File: config.mk
export PLATFORM = sky130hd
export DESIGN_NAME = nsc8_computer
export DESIGN_NICKNAME = d
export VERILOG_FILES = /design/src/rtl/nsc8_computer.sv
export SDC_FILE = /design/constraint.sdc
export NUM_CORES = 1
export LEC_CHECK = 0
export ABC_AREA = 1
export CORE_ASPECT_RATIO = 2
export CORE_UTILIZATION = 45
export DETAILED_ROUTE_END_ITERATION = 6
export PLACE_DENSITY = 0.64
export SLEW_MARGIN = 5
export SYNTH_ARGS = -nofsm -noshare
export SYNTH_HDL_FRONTEND = slang
export SYNTH_SLANG_ARGS = --single-unit
File: constraint.sdc
create_clock -name clk -period 2.7 [get_ports clk]
set_clock_uncertainty 0.1 [all_clocks]
set_input_delay 0.81 -clock clk [delete_from_list [all_inputs] [get_ports clk]]
set_output_delay 0.81 -clock clk [all_outputs]
set_load 0.02 [all_outputs]
File: src/rtl/nsc8_computer.sv
// NSC-8 accumulator computer: PC, one-hot T1..T6 ring sequencer, IR, A, B, OUT around a 16-word ROM.
// Define NSC8_HLT_EN to make opcode 0xF halt the machine; otherwise 0xF is a NOP and the program loops.
module nsc8_computer #(
  parameter int N = 8
) (
  input  logic         clk,
  input  logic         reset_counter,
  input  logic         reset_ring,
  input  logic         clear_ir,
  output logic [N-1:0] output_contents
);

  typedef enum logic [5:0] {
    T1 = 6'b000001,
    T2 = 6'b000010,
    T3 = 6'b000100,
    T4 = 6'b001000,
    T5 = 6'b010000,
    T6 = 6'b100000
  } ring_t;

  localparam logic [3:0] OP_LDA = 4'h0;
  localparam logic [3:0] OP_ADD = 4'h1;
  localparam logic [3:0] OP_SUB = 4'h2;
  localparam logic [3:0] OP_OUT = 4'hE;
  localparam logic [3:0] OP_HLT = 4'hF;

  ring_t        ring, ring_next;
  logic [3:0]   pc, mar, opcode;
  logic [N-1:0] ir, a, b, out_reg, rom_data;
  logic         run, halt_set;
  logic         mar_from_pc, mar_from_ir, pc_inc, ir_load;
  logic         a_load, b_load, a_add, a_sub, out_load;

  assign opcode          = ir[N-1:N-4];
  assign output_contents = out_reg;

  function automatic logic [N-1:0] instr(input logic [3:0] op, input logic [3:0] addr);
    logic [N-1:0] w;
    w         = '0;
    w[N-1:N-4] = op;
    w[3:0]    = addr;
    return w;
  endfunction

  always_comb begin
    rom_data = '0;
    case (mar)
      4'h0:    rom_data = instr(OP_LDA, 4'h9);
      4'h1:    rom_data = instr(OP_ADD, 4'hA);
      4'h2:    rom_data = instr(OP_ADD, 4'hB);
      4'h3:    rom_data = instr(OP_SUB, 4'hC);
      4'h4:    rom_data = instr(OP_OUT, 4'h0);
      4'h5:    rom_data = instr(OP_HLT, 4'h0);
      4'h9:    rom_data = N'(8'h10);
      4'hA:    rom_data = N'(8'h14);
      4'hB:    rom_data = N'(8'h18);
      4'hC:    rom_data = N'(8'h04);
      default: rom_data = '0;
    endcase
  end

`ifdef NSC8_HLT_EN
  logic halt;

  // Halt is raised at the HLT T4 edge, which also freezes the ring at T4.
  assign halt_set = (ring == T4) && (opcode == OP_HLT) && !halt;
  assign run      = !halt;

  always_ff @(posedge clk) begin
    if (reset_ring)    halt <= 1'b0;
    else if (halt_set) halt <= 1'b1;
  end
`else
  assign halt_set = 1'b0;
  assign run      = 1'b1;
`endif

  always_ff @(posedge clk) begin
    if (reset_ring) ring <= T1;
    else            ring <= ring_next;
  end

  always_comb begin
    ring_next = ring;
    if (run && !halt_set) begin
      case (ring)
        T1:      ring_next = T2;
        T2:      ring_next = T3;
        T3:      ring_next = T4;
        T4:      ring_next = T5;
        T5:      ring_next = T6;
        default: ring_next = T1;
      endcase
    end
  end

  always_comb begin
    mar_from_pc = 1'b0;
    mar_from_ir = 1'b0;
    pc_inc      = 1'b0;
    ir_load     = 1'b0;
    a_load      = 1'b0;
    b_load      = 1'b0;
    a_add       = 1'b0;
    a_sub       = 1'b0;
    out_load    = 1'b0;
    if (run) begin
      case (ring)
        T1: mar_from_pc = 1'b1;
        T2: pc_inc      = 1'b1;
        T3: ir_load     = 1'b1;
        T4: begin
          mar_from_ir = (opcode == OP_LDA) || (opcode == OP_ADD) || (opcode == OP_SUB);
          out_load    = (opcode == OP_OUT);
        end
        T5: begin
          a_load = (opcode == OP_LDA);
          b_load = (opcode == OP_ADD) || (opcode == OP_SUB);
        end
        T6: begin
          a_add = (opcode == OP_ADD);
          a_sub = (opcode == OP_SUB);
        end
        default: ;
      endcase
    end
  end

  // Each reset only touches its own registers; everything else keeps executing.
  always_ff @(posedge clk) begin
    if (reset_counter) begin
      pc      <= '0;
      mar     <= '0;
      a       <= '0;
      b       <= '0;
      out_reg <= '0;
    end else begin
      if (mar_from_pc)      mar <= pc;
      else if (mar_from_ir) mar <= ir[3:0];
      if (pc_inc)           pc <= pc + 4'd1;
      if (a_load)           a <= rom_data;
      else if (a_add)       a <= a + b;
      else if (a_sub)       a <= a - b;
      if (b_load)           b <= rom_data;
      if (out_load)         out_reg <= a;
    end
  end

  always_ff @(posedge clk) begin
    if (clear_ir)     ir <= '0;
    else if (ir_load) ir <= rom_data;
  end

  generate
    if (N > 8) begin : g_spare_ir
      logic unused_ir_bits;
      assign unused_ir_bits = ^ir[N-5:4];
    end
  endgenerate

endmodule

==> flow_summary.ini, run 1 <==
[critical_path]
cp_cell_sequence = nor2_4 -> nand2_1 -> nor2_2 -> nand2_2 -> nand2_1 -> xor2_1 -> inv_1 -> ha_1 -> nand2_1 -> nand2_1 -> a31oi_1 -> xor2_1 -> nor2_1 -> o21ai_1 -> inv_1
worstSetupPathType = reg2reg
critPathBufInv = 2
path_common_cell = nand2_1
crit_family = simple AND/OR/NAND/NOR gates
cp_data_required_time_ns = 2.79
cp_max_fo = 8
worstSetupStartpointType = flop
worst_path_largest_cell_delay_ns = 0.35
critPathSlowestCell = ha_1
cp.arrival_ns = 2.57
crit_path_end_kind = flop

[run_status]
status = complete, no violations

[die]
die_area_sq_um = 6140
io_pins = 12
initial_core_util = 0.462
die_x_microns = 55.9
floorplan.rows = 39
die_h_microns = 110
coreArea_sq_um = 5660

[global_routing]
overflow = 0
grt_pass1_wl_microns = 10200
grt_antenna_before_repair = 0
grt_pass1_vias = 2336
grt_max_degree = 17
grt_usage = 0.218

[clock_tree]
cts_buffer_depth = 2
cts_tree = built
cts_setup_buffers = 0
cts_buffers = 5
clk_pin_slew_ns = 0.07
cts_root_buf = clkbuf_16
htreeDepth = 2
numClockSinks = 51
clock_latency_ns = 0.29

[cells_and_area]
num-fill-cells = 569
nets = 390
post-route-util = 0.528
regArea_sq_um = 1020
layout.cells.non_filler = 432
antenna_cells = 0
area_growth_pct = 14.4
multi_input_area_sq_um = 1370
drive_above_1_share = 0.119
design_area_sq_um = 2990

[routing]
routed-via-count = 2243
wl_per_cell_microns = 14.1
drc = 0
ant_nets = 0
via_per_inst = 5.19
wirelength_microns = 6100
drtIter0Drc = 68
firstDrtPassIters = 4

[synth]
synth-async-reset-ratio = 0
avgSynthCellArea_sq_um = 7.45
synthesis.nets = 371
synth_cell_types = 32
synth-seq-area-share = 0.390
synth-edff-count = 0
synth_common_cells = nand2_1 (62), dfxtp_1 (51), inv_1 (46)
synth-seq-cells = 51
synthTopCellsByArea = dfxtp_1 (39%), nand2_1 (8.9%), ha_1 (7.2%)
synth_top_area_share = 0.390
synth_warnings = 0
syn_area_sq_um = 2620
synthCells = 351
synth.most_common_cell = nand2_1
synth_top_area_cell = dfxtp_1
ys.flop_type = dfxtp_1

[pwr]
p_leak_nw = 1.40
p_total_mw = 1.98
power.density_nw_per_um2 = 661
vdd_drop_max_mv = 0.657

[timing]
fmaxAchievable_mhz = 404
fin_crit_sh = 0.918
fin_ws_ns = 0.223
holdWs_ns = 0.359
slew_headroom = 0.563
finalCriticalPeriod_ns = 2.48
hold_viol_final = 0
rsz0062_at_grt = false
setup-tns-final_ns = 0
worstMarginPinSlew_ns = 0.653
setup_viol = 0
slew_violations = 0

[place]
dp_hpwl_microns = 4850
dpl_cell_area_sq_um = 2830
io_buffers = 11
dp_cells = 424
place_congestion = 0.902
dpl_worst_slack_ns = 0.186

[hold_path]
hp-class = reg2reg

[job]
maxCapViolCount = 0
## power breakdown
group          switching (mW)  leakage [nW]  internal, mW  total, mW
combinational           0.274         0.905         0.131      0.405
clock                   0.280        0.0761         0.394      0.675
sequential             0.0650         0.413         0.832      0.897
total                   0.619          1.40          1.36       1.98
## state kept, by name, indices dropped and copies added (netlist names)
register	cells
a	8
ring	6
mar	4
rom_data	7
b	7
output_contents	8
pc	4
ir	7
## path summary, 6_finish.rpt
path | cells after the start | from | endpoint | slack, ns
setup / recovery | 15 | ring[0]$_SDFF_PP1_ | a[4]$_SDFFE_PP0P_ | 0.22
hold / removal | 1 | pc[3]$_SDFFE_PP0P_ | pc[3]$_SDFFE_PP0P_ | 0.36
setup reg to reg | 15 | ring[0]$_SDFF_PP1_ | a[4]$_SDFFE_PP0P_ | 0.22
hold reg to reg | 1 | pc[3]$_SDFFE_PP0P_ | pc[3]$_SDFFE_PP0P_ | 0.36
## logic make-up (layout without fill, tap and decap cells)
kind of cell / after synthesis / after routing / synth area share
flops: 51 / 51 / 0.390
compound gates: 66 / 66 / 0.150
simple gates: 151 / 151 / 0.266
xor+xnor: 8 / 8 / 0.0268
fa+ha+maj: 16 / 16 / 0.0794
buf+inv: 59 / 79 / 0.0876
## area by class of cell
cell class | count | area share
multi-input combinational | 241 | 0.457
sequential | 51 | 0.341
inverter | 52 | 0.0653
timing repair buffer | 19 | 0.0569
clock buffer | 7 | 0.0510
tap | 61 | 0.0255
clock inverter | 1 | 0.00251
## cell usage in the layout (no fill, tap or decap), types with 6 or more instances in the layout
| cell type | synthesis | layout |
|---|---|---|
| nand2_1 | 62 | 61 |
| dfxtp_1 | 51 | 51 |
| inv_1 | 46 | 46 |
| nor2_1 | 45 | 45 |
| nand3_1 | 20 | 20 |
| o21ai_0 | 20 | 19 |
| a21oi_1 | 17 | 17 |
| ha_1 | 15 | 15 |
| clkdlybuf4s50_1 | 0 | 11 |
| a211oi_1 | 8 | 8 |
| buf_4 | 0 | 8 |
| nor2_2 | 7 | 7 |
| xor2_1 | 7 | 7 |
| o21ai_1 | 6 | 7 |
| nor2_4 | 6 | 6 |
| inv_2 | 6 | 6 |
## worst register-to-register path, cell delays in order, from the launching register on
cell,delay (ns)
dfxtp_1,0.34
nor2_4,0.17
nand2_1,0.08
nor2_2,0.15
nand2_2,0.13
nand2_1,0.09
xor2_1,0.14
inv_1,0.07
ha_1,0.35
nand2_1,0.10
nand2_1,0.07
a31oi_1,0.20
xor2_1,0.18
nor2_1,0.05
o21ai_1,0.12
inv_1,0.04
## metal layers
layer  routed length, microns  global-route usage
met3                      106              0.0306
met4                      284               0.125
met1                     2200               0.195
met2                     3510               0.450
met5                        0                   0
## timing repair
| action | in CTS | in global routing |
|---|---|---|
| gates resized for setup | 0 | 2 |
| hold buffers | 0 | 0 |
| endpoints found under the setup margin | 0 | 4 |
No activity file was read; power rests on OpenSTA's default activity.
==> run 2, diff against run 1 <==
--- a/config.mk
+++ b/config.mk
@@ -5,9 +5,11 @@
 export SDC_FILE = /design/constraint.sdc
 export NUM_CORES = 1
 export LEC_CHECK = 0
-export ABC_AREA = 1
+export ABC_AREA = 0
+export ABC_CLOCK_PERIOD_IN_PS = 2700
 export CORE_ASPECT_RATIO = 2
 export CORE_UTILIZATION = 45
+export CTS_CLUSTER_DIAMETER = 80
 export DETAILED_ROUTE_END_ITERATION = 6
 export PLACE_DENSITY = 0.64
 export SLEW_MARGIN = 5
==> run 2 against run 1 <==
The flow now finishes with violations (setup timing). Largest power group unchanged. Synthesized area up 1.4%. Die area up 1.4%. Maximum frequency down 9.6%. Sequential power up 2%. Combinational power up 19%. First-iteration DRC count up 43%. Worst setup slack worse by 0.26 ns. Final cell count down 12%. Critical endpoint is now a[6]$_SDFFE_PP0P_. Power up 2.9%. Critical path type unchanged. Core utilization up 3.1 points. Highest routed layer unchanged. Global-route usage down 1.2 points.
==> flow_summary.ini, run 2 <==
[cells_and_area]
antenna_cells = 0
multi_input_area_sq_um = 1570
nets = 340
num-fill-cells = 511
mostFrequentLayoutCells = dfxtp_1 (49), nor2_1 (43), buf_4 (32)
post-route-util = 0.559
drive_above_1_share = 0.199
layout.cells.non_filler = 382
regArea_sq_um = 1020
layout_commonest_cell = dfxtp_1
area_growth_pct = 20.4

[clock_tree]
numClockSinks = 51
htreeDepth = 2
ctsHoldBuffers = 0
cts_tree = built
clk_pin_slew_ns = 0.07
cts_buffers = 5
clock_latency_ns = 0.29
cts_buffer_depth = 2
cts_root_buf = clkbuf_16

[timing]
fmaxAchievable_mhz = 365
setup_viol = 1
setup-tns-final_ns = -0.0406
slew_violations = 0
worstMarginPinSlew_ns = 0.716
fin_ws_ns = -0.0406
rsz0062_at_grt = true
hold_viol_final = 0
slew_headroom = 0.521
fin_crit_sh = 1.02
finalCriticalPeriod_ns = 2.74

[place]
dpl_worst_slack_ns = -0.0729
io_buffers = 11
place_congestion = 0.843
dp_hpwl_microns = 4750
dp_cells = 372

[die]
initial_core_util = 0.465
io_pins = 12
die_area_sq_um = 6220
die_x_microns = 56.3
coreArea_sq_um = 5710
die_h_microns = 111
floorplan.rows = 39

[pwr]
p_leak_nw = 1.46
power.density_nw_per_um2 = 637
vdd_drop_max_mv = 0.463

[critical_path]
critPathSlowestCell = fa_2
worst-path-stages = 9
r2r_end = a[6]$_SDFFE_PP0P_
cp_cell_sequence = nor4_4 -> and3_4 -> mux2_4 -> fa_2 -> a211oi_2 -> o21bai_1 -> a21oi_1 -> mux2_4 -> a21oi_2
cp_data_required_time_ns = 2.83
worstSetupStartpointType = flop
crit_family = compound AO/OA/AOI/OAI gates
worst_path_largest_cell_delay_ns = 0.38
rr_startpoint = ring[3]$_SDFF_PP0_
cp_max_fo = 4
crit_path_end_kind = flop
critPathBufInv = 0
path_common_cell = mux2_4
reg2regPathDepth = 9
cp.arrival_ns = 2.87
r2r_slack_ns = -0.04
worstSetupPathType = reg2reg

[synth]
synthCells = 288
synth_cell_types = 53
synth_top_area_share = 0.385
avgSynthCellArea_sq_um = 9.21
synth-seq-area-share = 0.385
ys.flop_type = dfxtp_1
syn_area_sq_um = 2650
synth_top_area_cell = dfxtp_1
synth-async-reset-ratio = 0
synth_warnings = 0
synthesis.nets = 308
synth.most_common_cell = dfxtp_1
synth-seq-cells = 51
synthTopCellsByArea = dfxtp_1 (38%), mux2i_1 (9.4%), ha_1 (7.1%)
synth-edff-count = 0
synth_common_cells = dfxtp_1 (51), nor2_1 (43), mux2i_1 (25)

[routing]
wl_per_cell_microns = 16.3
via_per_inst = 5.77
wirelength_microns = 6230
routed-via-count = 2206
ant_nets = 0
drc = 0
firstDrtPassIters = 4
drtIter0Drc = 97

[run_status]
status = finished with violations
failed_checks = setup timing

[global_routing]
grt_pass1_vias = 2232
overflow = 0
grt_usage = 0.206
grt_max_degree = 18
met1_usage = 0.193
grt_use_met2 = 0.401
grt-busiest-layer = met2
met3_usage = 0.0246
grt_pass1_wl_microns = 10100
grt_antenna_before_repair = 0

[hold_path]
hold_depth = 2
worstHoldStart = a[0]$_SDFFE_PP0P_
hp-class = reg2reg
hold_end = a[0]$_SDFFE_PP0P_

[job]
maxCapViolCount = 0
run 2: worst max path at each step:
stage,startpoint,to,slack [ns]
floorplan,ring[2]$_SDFF_PP0_,a[6]$_SDFFE_PP0P_,-0.07
global placement,ring[3]$_SDFF_PP0_,a[6]$_SDFFE_PP0P_,-0.06
detailed placement,ring[3]$_SDFF_PP0_,a[6]$_SDFFE_PP0P_,-0.07
CTS,ring[3]$_SDFF_PP0_,a[6]$_SDFFE_PP0P_,0.008
global route,ring[2]$_SDFF_PP0_,a[6]$_SDFFE_PP0P_,-0.16
finish,ring[3]$_SDFF_PP0_,a[6]$_SDFFE_PP0P_,-0.04
run 2: power breakdown:
part	switching [mW]	internal, mW
clock network	0.292	0.347
logic	0.258	0.224
registers	0.0747	0.838
total	0.624	1.41
run 2: routing by layer:
metal | up-vias | routed length (microns)
met3 | 25 | 89
met2 | 40 | 3610
li1 | 1086 | -
met4 | 0 | 305
met1 | 1055 | 2220
met5 | - | 0
run 2: cells by family after synthesis:
kind of cell,count (synthesis),synth area share
xor+xnor,11,0.0363
simple gates,102,0.192
mux,28,0.107
flops,51,0.385
compound gates,55,0.147
fa+ha+maj,16,0.0783
buf+inv,25,0.0552
run 2: area by class of cell:
cell class,count,area share
Sequential cell,51,0.321
Multi-Input combinational cell,212,0.491
Clock buffer,5,0.0392
Clock inverter,3,0.00705
Timing Repair Buffer,43,0.110
Tap cell,61,0.0239
Inverter,7,0.00823
run 2: repair_timing:
action | 4_1_cts | 5_1_grt
pin swaps | 2 | 6
cloned | 0 | 0
setup endpoints to repair | 3 | 5
gates resized for setup | 2 | 12
buffers inserted | 0 | 2
run 2: worst min-delay path: stages, from the launching register on:
cell and delay [ns]:
dfxtp_1 0.33, nand2_1 0.06, a21oi_1 0.05
run 2: metrics by stage:
step           instance area (sq um)  power, mW  hold WS (ns)
5_1_grt                         3190       2.13         0.425
6_report                        3190       2.03         0.385
3_5_place_dp                    2990       1.41         0.376
3_3_place_gp                    2990       1.40         0.370
4_1_cts                         3140       2.05         0.387
2_1_floorplan                   2720       1.30         0.353
